`config.mk`:
```
export PLATFORM = sky130hd
export DESIGN_NAME = instr_fetch_seq
export DESIGN_NICKNAME = d
export VERILOG_FILES = /design/src/rtl/instr_fetch_seq_pkg.sv /design/src/rtl/instr_fetch_seq_out_buf.sv /design/src/rtl/instr_fetch_seq.sv
export SDC_FILE = /design/constraint.sdc
export NUM_CORES = 1
export LEC_CHECK = 0
export CORE_MARGIN = 5
export CORE_UTILIZATION = 48
export DETAILED_ROUTE_END_ITERATION = 10
export GPL_TIMING_DRIVEN = 0
export PLACE_DENSITY = 0.9
export SKIP_CTS_REPAIR_TIMING = 1
export SYNTH_ARGS = -nofsm -noshare
export SYNTH_HDL_FRONTEND = slang
export SYNTH_SLANG_ARGS = --single-unit
```
`constraint.sdc`:
```
create_clock -name clk -period 3.1 [get_ports clk]
set_input_delay 0.62 -clock clk [delete_from_list [all_inputs] [get_ports clk]]
set_output_delay 0.62 -clock clk [all_outputs]
set_load 0.005 [all_outputs]
```
`src/rtl/instr_fetch_seq_pkg.sv`:
```
// Shared definitions for the instruction fetch sequencer.
// - fetch_state_e : FSM encodings (F_LO, F_HI, LOAD)
// - ADDR_W_DEF    : default halfword address width
// - HALF_W_DEF    : default memory word width
// - RESET_PC_DEF  : default restart address (even halfword address)
`ifndef INSTR_FETCH_SEQ_PKG_SV
`define INSTR_FETCH_SEQ_PKG_SV
package instr_fetch_seq_pkg;

    localparam int unsigned ADDR_W_DEF   = 5;
    localparam int unsigned HALF_W_DEF   = 16;
    localparam int unsigned RESET_PC_DEF = 0;

    typedef enum logic [1:0] {
        F_LO = 2'd0,   // read low halfword at pc
        F_HI = 2'd1,   // read high halfword at pc+1, complete or stall
        LOAD = 2'd2    // fetch parked, memory writes accepted
    } fetch_state_e;

endpackage
`endif

```
`src/rtl/instr_fetch_seq_out_buf.sv`:
```
// fetch_out_buf: single-entry instruction buffer towards decode.
// Ports:
//   clk, rst_n        clock, asynchronous active-low reset
//   load              capture in_instr/in_pc and mark valid
//   flush             drop the held entry (wins over load)
//   consume           consumer ready; with valid this is a handshake
//   in_instr, in_pc   entry to capture
//   out_valid, out_instr, out_pc  held entry
// Handshake: an entry transfers on a rising edge where out_valid & consume
// are both 1; out_valid never depends combinationally on consume, and the
// held instr/pc do not change while out_valid is 1 and no transfer occurs.
module fetch_out_buf #(
    parameter int unsigned INSTR_W = 32,
    parameter int unsigned ADDR_W  = 5
) (
    input  logic               clk,
    input  logic               rst_n,
    input  logic               load,
    input  logic               flush,
    input  logic               consume,
    input  logic [INSTR_W-1:0] in_instr,
    input  logic [ADDR_W-1:0]  in_pc,
    output logic               out_valid,
    output logic [INSTR_W-1:0] out_instr,
    output logic [ADDR_W-1:0]  out_pc
);

    always_ff @(posedge clk or negedge rst_n) begin
        if (!rst_n) begin
            out_valid <= 1'b0;
            out_instr <= '0;
            out_pc    <= '0;
        end else if (flush) begin
            // A beat handshaken in the flush cycle is treated as consumed,
            // so clearing valid is correct either way.
            out_valid <= 1'b0;
        end else if (load) begin
            // Load may coincide with a consume: the new entry replaces it.
            out_valid <= 1'b1;
            out_instr <= in_instr;
            out_pc    <= in_pc;
        end else if (out_valid && consume) begin
            out_valid <= 1'b0;
        end
    end

endmodule

```
`src/rtl/instr_fetch_seq.sv`:
```
// instr_fetch_seq: fetch sequencer for a 16-bit-wide instruction memory.
// Owns the PC, reads two halfwords per 32-bit instruction and presents
// {hi,lo} to decode; supports branch redirect/flush and a program-load mode.
// Ports:
//   clk, rst_n                      clock, asynchronous active-low reset
//   mem_addr/mem_rdata              combinational memory read port
//   mem_we/mem_wdata                memory write port (LOAD state only)
//   prog_mode                       level: park fetch and accept loads
//   load_valid/load_ready/load_addr/load_data   program-load beats
//   redir_valid/redir_pc            single-cycle redirect (even target)
//   out_valid/out_ready/out_instr/out_pc        instruction to decode
//   fetch_err                       sticky: odd redirect target seen
//   dbg_state                       current FSM state
// Handshake: an instruction transfers on a rising edge with
// out_valid & out_ready; a load beat is written on any LOAD-state edge with
// load_valid (load_ready is simply 1 throughout LOAD).
module instr_fetch_seq
    import instr_fetch_seq_pkg::*;
#(
    parameter int unsigned ADDR_W   = ADDR_W_DEF,
    parameter int unsigned HALF_W   = HALF_W_DEF,
    parameter int unsigned RESET_PC = RESET_PC_DEF
) (
    input  logic                clk,
    input  logic                rst_n,
    output logic [ADDR_W-1:0]   mem_addr,
    input  logic [HALF_W-1:0]   mem_rdata,
    output logic                mem_we,
    output logic [HALF_W-1:0]   mem_wdata,
    input  logic                prog_mode,
    input  logic                load_valid,
    output logic                load_ready,
    input  logic [ADDR_W-1:0]   load_addr,
    input  logic [HALF_W-1:0]   load_data,
    input  logic                redir_valid,
    input  logic [ADDR_W-1:0]   redir_pc,
    output logic                out_valid,
    input  logic                out_ready,
    output logic [2*HALF_W-1:0] out_instr,
    output logic [ADDR_W-1:0]   out_pc,
    output logic                fetch_err,
    output logic [1:0]          dbg_state
);

    localparam logic [ADDR_W-1:0] PC_RST = ADDR_W'(RESET_PC);

    fetch_state_e        state, state_n;
    logic [ADDR_W-1:0]   pc, pc_n;
    logic [HALF_W-1:0]   lo_q, lo_n;
    logic                err_n;
    logic                buf_load, buf_flush;
    logic                redir_ok;
    logic                hi_done;

    // State, PC and low-half register
    always_ff @(posedge clk or negedge rst_n) begin
        if (!rst_n) begin
            state     <= F_LO;
            pc        <= PC_RST;
            lo_q      <= '0;
            fetch_err <= 1'b0;
        end else begin
            state     <= state_n;
            pc        <= pc_n;
            lo_q      <= lo_n;
            fetch_err <= err_n;
        end
    end

    // Next-state, PC update and memory-port muxing
    always_comb begin
        state_n    = state;
        pc_n       = pc;
        lo_n       = lo_q;
        err_n      = fetch_err;
        mem_addr   = pc;
        mem_we     = 1'b0;
        mem_wdata  = '0;
        load_ready = 1'b0;
        buf_load   = 1'b0;
        buf_flush  = 1'b0;
        // Odd targets would split an instruction across fetch pairs.
        redir_ok   = redir_valid && !redir_pc[0];
        // F_HI may only overwrite the buffer if it is empty or draining now.
        hi_done    = !out_valid || out_ready;

        case (state)
            F_LO: begin
                mem_addr = pc;
                if (prog_mode) begin
                    state_n   = LOAD;
                    buf_flush = 1'b1;
                end else if (redir_ok) begin
                    pc_n      = redir_pc;
                    buf_flush = 1'b1;
                    state_n   = F_LO;
                end else begin
                    if (redir_valid) begin
                        err_n = 1'b1;
                    end
                    lo_n    = mem_rdata;
                    state_n = F_HI;
                end
            end

            F_HI: begin
                mem_addr = pc + ADDR_W'(1);
                if (prog_mode) begin
                    state_n   = LOAD;
                    buf_flush = 1'b1;
                end else if (redir_ok) begin
                    pc_n      = redir_pc;
                    buf_flush = 1'b1;
                    state_n   = F_LO;
                end else begin
                    if (redir_valid) begin
                        err_n = 1'b1;
                    end
                    if (hi_done) begin
                        buf_load = 1'b1;
                        pc_n     = pc + ADDR_W'(2);
                        state_n  = F_LO;
                    end
                end
            end

            LOAD: begin
                load_ready = 1'b1;
                mem_addr   = load_addr;
                mem_wdata  = load_data;
                mem_we     = load_valid;
                if (!prog_mode) begin
                    pc_n    = PC_RST;
                    state_n = F_LO;
                end
            end

            default: begin
                state_n = F_LO;
            end
        endcase
    end

    fetch_out_buf #(
        .INSTR_W (2*HALF_W),
        .ADDR_W  (ADDR_W)
    ) u_out_buf (
        .clk       (clk),
        .rst_n     (rst_n),
        .load      (buf_load),
        .flush     (buf_flush),
        .consume   (out_ready),
        .in_instr  ({mem_rdata, lo_q}),
        .in_pc     (pc),
        .out_valid (out_valid),
        .out_instr (out_instr),
        .out_pc    (out_pc)
    );

    assign dbg_state = state;

endmodule

```
==> run summary <==
WP data required - 2.48 ns
worst hold-check path type - in2async
IO Pins - 112
1st-iter DRT viols - 42
register area share after synthesis - 50.70%
Reg2Reg Depth - 8
Final Skew - 0.006861 ns
fin crit share - 95.30%
total grt overflow - 0
vias per cell - 5.243
yosys warns - 0
R2R Setup Slk - 0.89 ns
Layout Cells excl Fill - 437
clock buffer depth - 2
Final Max Slew Viols - 0
# diodes - 0
Nets - 410
final worst slack - 0.1456 ns
R2R Path End - pc[2]
post-layout instance area - 4553 µm²
Logic pwr share - 47.1%
ANT nets after route - 0
NetSw - 1.302 mW
H-tree depth - 3
CP Class - reg2out
area of the core - 6277 µm²
synth unique cells - 40
crit-path max cell delay - 0.52 ns
maximum VDD drop - 586.5 µV
mean routed wirelength per cell - 16.62 µm
clock share of power - 19.2%
Clock Sinks - 62
gr usage total - 18.68%
Final min period - 2.954 ns
Buffers & Inverters on Critical Path - 4
vias in the first global route - 2530
switching part of the total - 29.79%
outcome - completed
clock root cell - clkbuf_8
Pwr Density - 960.1 nW/µm²
sequential power share - 33.7%
Reg2Reg Launch Point - dbg_state[1]
row count - 29
routed vias - 2291
cell-internal power - 3.069 mW
total iterations of the first detailed-routing run - 4
dpl cells - 419
Syn Std Cell Area - 3060 µm²
CTS tree - built
crit path cell chain - inv_2 -> ha_1 -> buf_2 -> clkinvlp_2 -> a21oi_1 -> clkdlybuf4s50_1
Total Power - 4.371 mW
initial core utilization - 48.75%
first-pass GRT wire length - 12.35 mm
Final Util - 72.53%
Worst Path Arrival - 2.33 ns
Fin. Hold Viols - 0
Slew headroom - 62.68%
final wirelength - 7.261 mm
Clk pin slew, worst setup/hold paths - 0.07 ns
CP top delay family - buffers and inverters
startpoint types - flop
Residual DRC - 0
Die ar. - 8073 µm²
initial antenna violation count - 0
slowest cell on the critical path - clkdlybuf4s50_1
pin count of the biggest net entering global routing - 40
layout cells sized above 1 - 26.94%
gpl congestion - 0.7884
pre-CTS setup slack - 0.2943 ns
CTS buffer count - 9
port bufs - 111
Final Setup Violations - 0
Area Overhead vs Synth - 48.77%
HPWL Detailed - 5.497 mm
post-synthesis net count - 285
maxcap violations - 0
Cells after Synth - 230
leakage power - 2.006 nW
clock latency on the worst-skew pair - 0.33 ns
Slew @ Worst Pin - 0.5598 ns
Max Clk Rate - 338.5 MHz
Area after DPL - 4283 µm²
Avg Inst Size Synth - 13.31 µm²
Die H - 89.85 µm
crit-path max FO - 10
Die W - 89.85 µm
#FFs+latches synth - 62
CP Capture Type - primary output
==> worst register-to-register path, stage by stage (launching register included) <==
cell,delay [ns]
dfrtp_2,0.44
inv_2,0.08
ha_1,0.27
buf_2,0.23
clkinvlp_2,0.27
buf_4,0.20
a21o_1,0.14
a32o_1,0.20
mux2_4,0.26
==> flip-flops by register name (all words and copies together), names as in the netlist <==
signal               cells
u_out_buf.out_instr     32
dbg_state                2
lo_q                    16
pc                       5
u_out_buf.out_pc         5
fetch_err                1
u_out_buf.out_valid      1
==> metrics by stage <==
stage | hold WS, ns | setup TNS, ns
2_1_floorplan | 0.3244 | 0
3_3_place_gp | 0.4812 | -28.21
3_5_place_dp | 0.4816 | 0
4_1_cts | 0.2804 | -0.4653
5_1_grt | 0.3135 | -0.01193
6_report | 0.2733 | 0
==> worst max-delay path by stage <==
stage                            start           to  cells past startpoint
after floorplan           dbg_state[0]  mem_addr[2]                      6
after global placement           rst_n        pc[1]                      1
after detailed placement  dbg_state[0]  mem_addr[2]                      7
after CTS                 dbg_state[1]  mem_addr[4]                      8
after global routing      dbg_state[0]  mem_addr[0]                      6
final                     dbg_state[1]  mem_addr[0]                      6
==> final cells by class <==
cell class | instances | area, µm²
Buffer | 10 | 82.58
Clock buffer | 10 | 127.6
Clock inverter | 6 | 110.1
Fill cell | 417 | 1724
Inverter | 6 | 26.28
Multi-Input combinational cell | 150 | 1403
Sequential cell | 62 | 1554
Tap cell | 77 | 96.34
Timing Repair Buffer | 115 | 1149
Timing Repair inverter | 1 | 5.005
==> logic make-up after synthesis <==
kind of cell | after synthesis | synth area share (%)
DFF | 62 | 50.70
muxes | 56 | 24.33
and+or+nand+nor | 48 | 9.485
AOI/OAI and AO/OA | 39 | 9.076
buffers and inverters | 18 | 3.556
adders and majority gates | 7 | 2.862
==> cell usage after synthesis (all sizes together) <==
cell type   n  share of area, %
a32o        1              0.33
o21ai      11               1.9
nor2b       2              0.41
mux2       54                24
dfrtp      62                51
a2111oi     1              0.29
a21oi       7               1.1
inv         6              0.74
nand3b      1              0.25
buf         7               2.2
nand3       1              0.57
mux2i       2              0.65
and2       17               3.5
nor4b       1              0.49
or2         1              0.29
a21o        2              0.49
a311oi      1              0.29
a22o        1              0.29
a32oi       1              0.29
a22oi       1              0.25
nand2      11               1.4
clkbuf      5              0.65
a21boi      1              0.25
o211ai      1              0.25
a211oi      1              0.41
nor3        2              0.33
ha          7               2.9
a31oi       2              0.41
nor2        9               1.6
a221oi      1              0.29
nand2b      3              0.61
o22a        1              0.29
o31ai       6               1.9
==> placed cells by master (no fill, tap or decap), types with 2 or more instances in the layout <==
master           count
a21o_1               2
a21oi_1              7
a31oi_1              2
and2_1              17
buf_2                2
buf_4                3
buf_6                5
bufinv_16            3
clkbuf_1             2
clkbuf_2             2
clkbuf_8             9
clkdlybuf4s50_1    110
clkinvlp_4           3
dfrtp_1             60
dfrtp_2              2
ha_1                 6
inv_1                4
mux2_2              23
mux2_4              31
mux2i_1              2
nand2_1             10
nand2b_1             3
nor2_1               8
nor2b_1              2
nor3_1               2
o21ai_0             10
o31ai_1              5
==> power by group through the flow <==
stage                     clock, mW  sequential [mW]  combinational (mW)
final                         0.838             1.47                2.06
after detailed placement          0             1.48                2.01
after floorplan                   0             1.44                1.04
after CTS                     0.853             1.47                2.03
after global routing          0.892             1.53                2.23
after global placement            0             1.45                1.95
==> layer usage <==
metal,share of wire [%],up-vias,GRT usage [%],routed length (µm)
met3,7.5,13,5.259,544
met5,0,-,0,0
met1,42,1106,22.14,3022
met4,2.0,0,8.809,143
met2,49,109,31.22,3551
li1,-,1063,-,-
No activity file was read; power rests on OpenSTA's default activity.
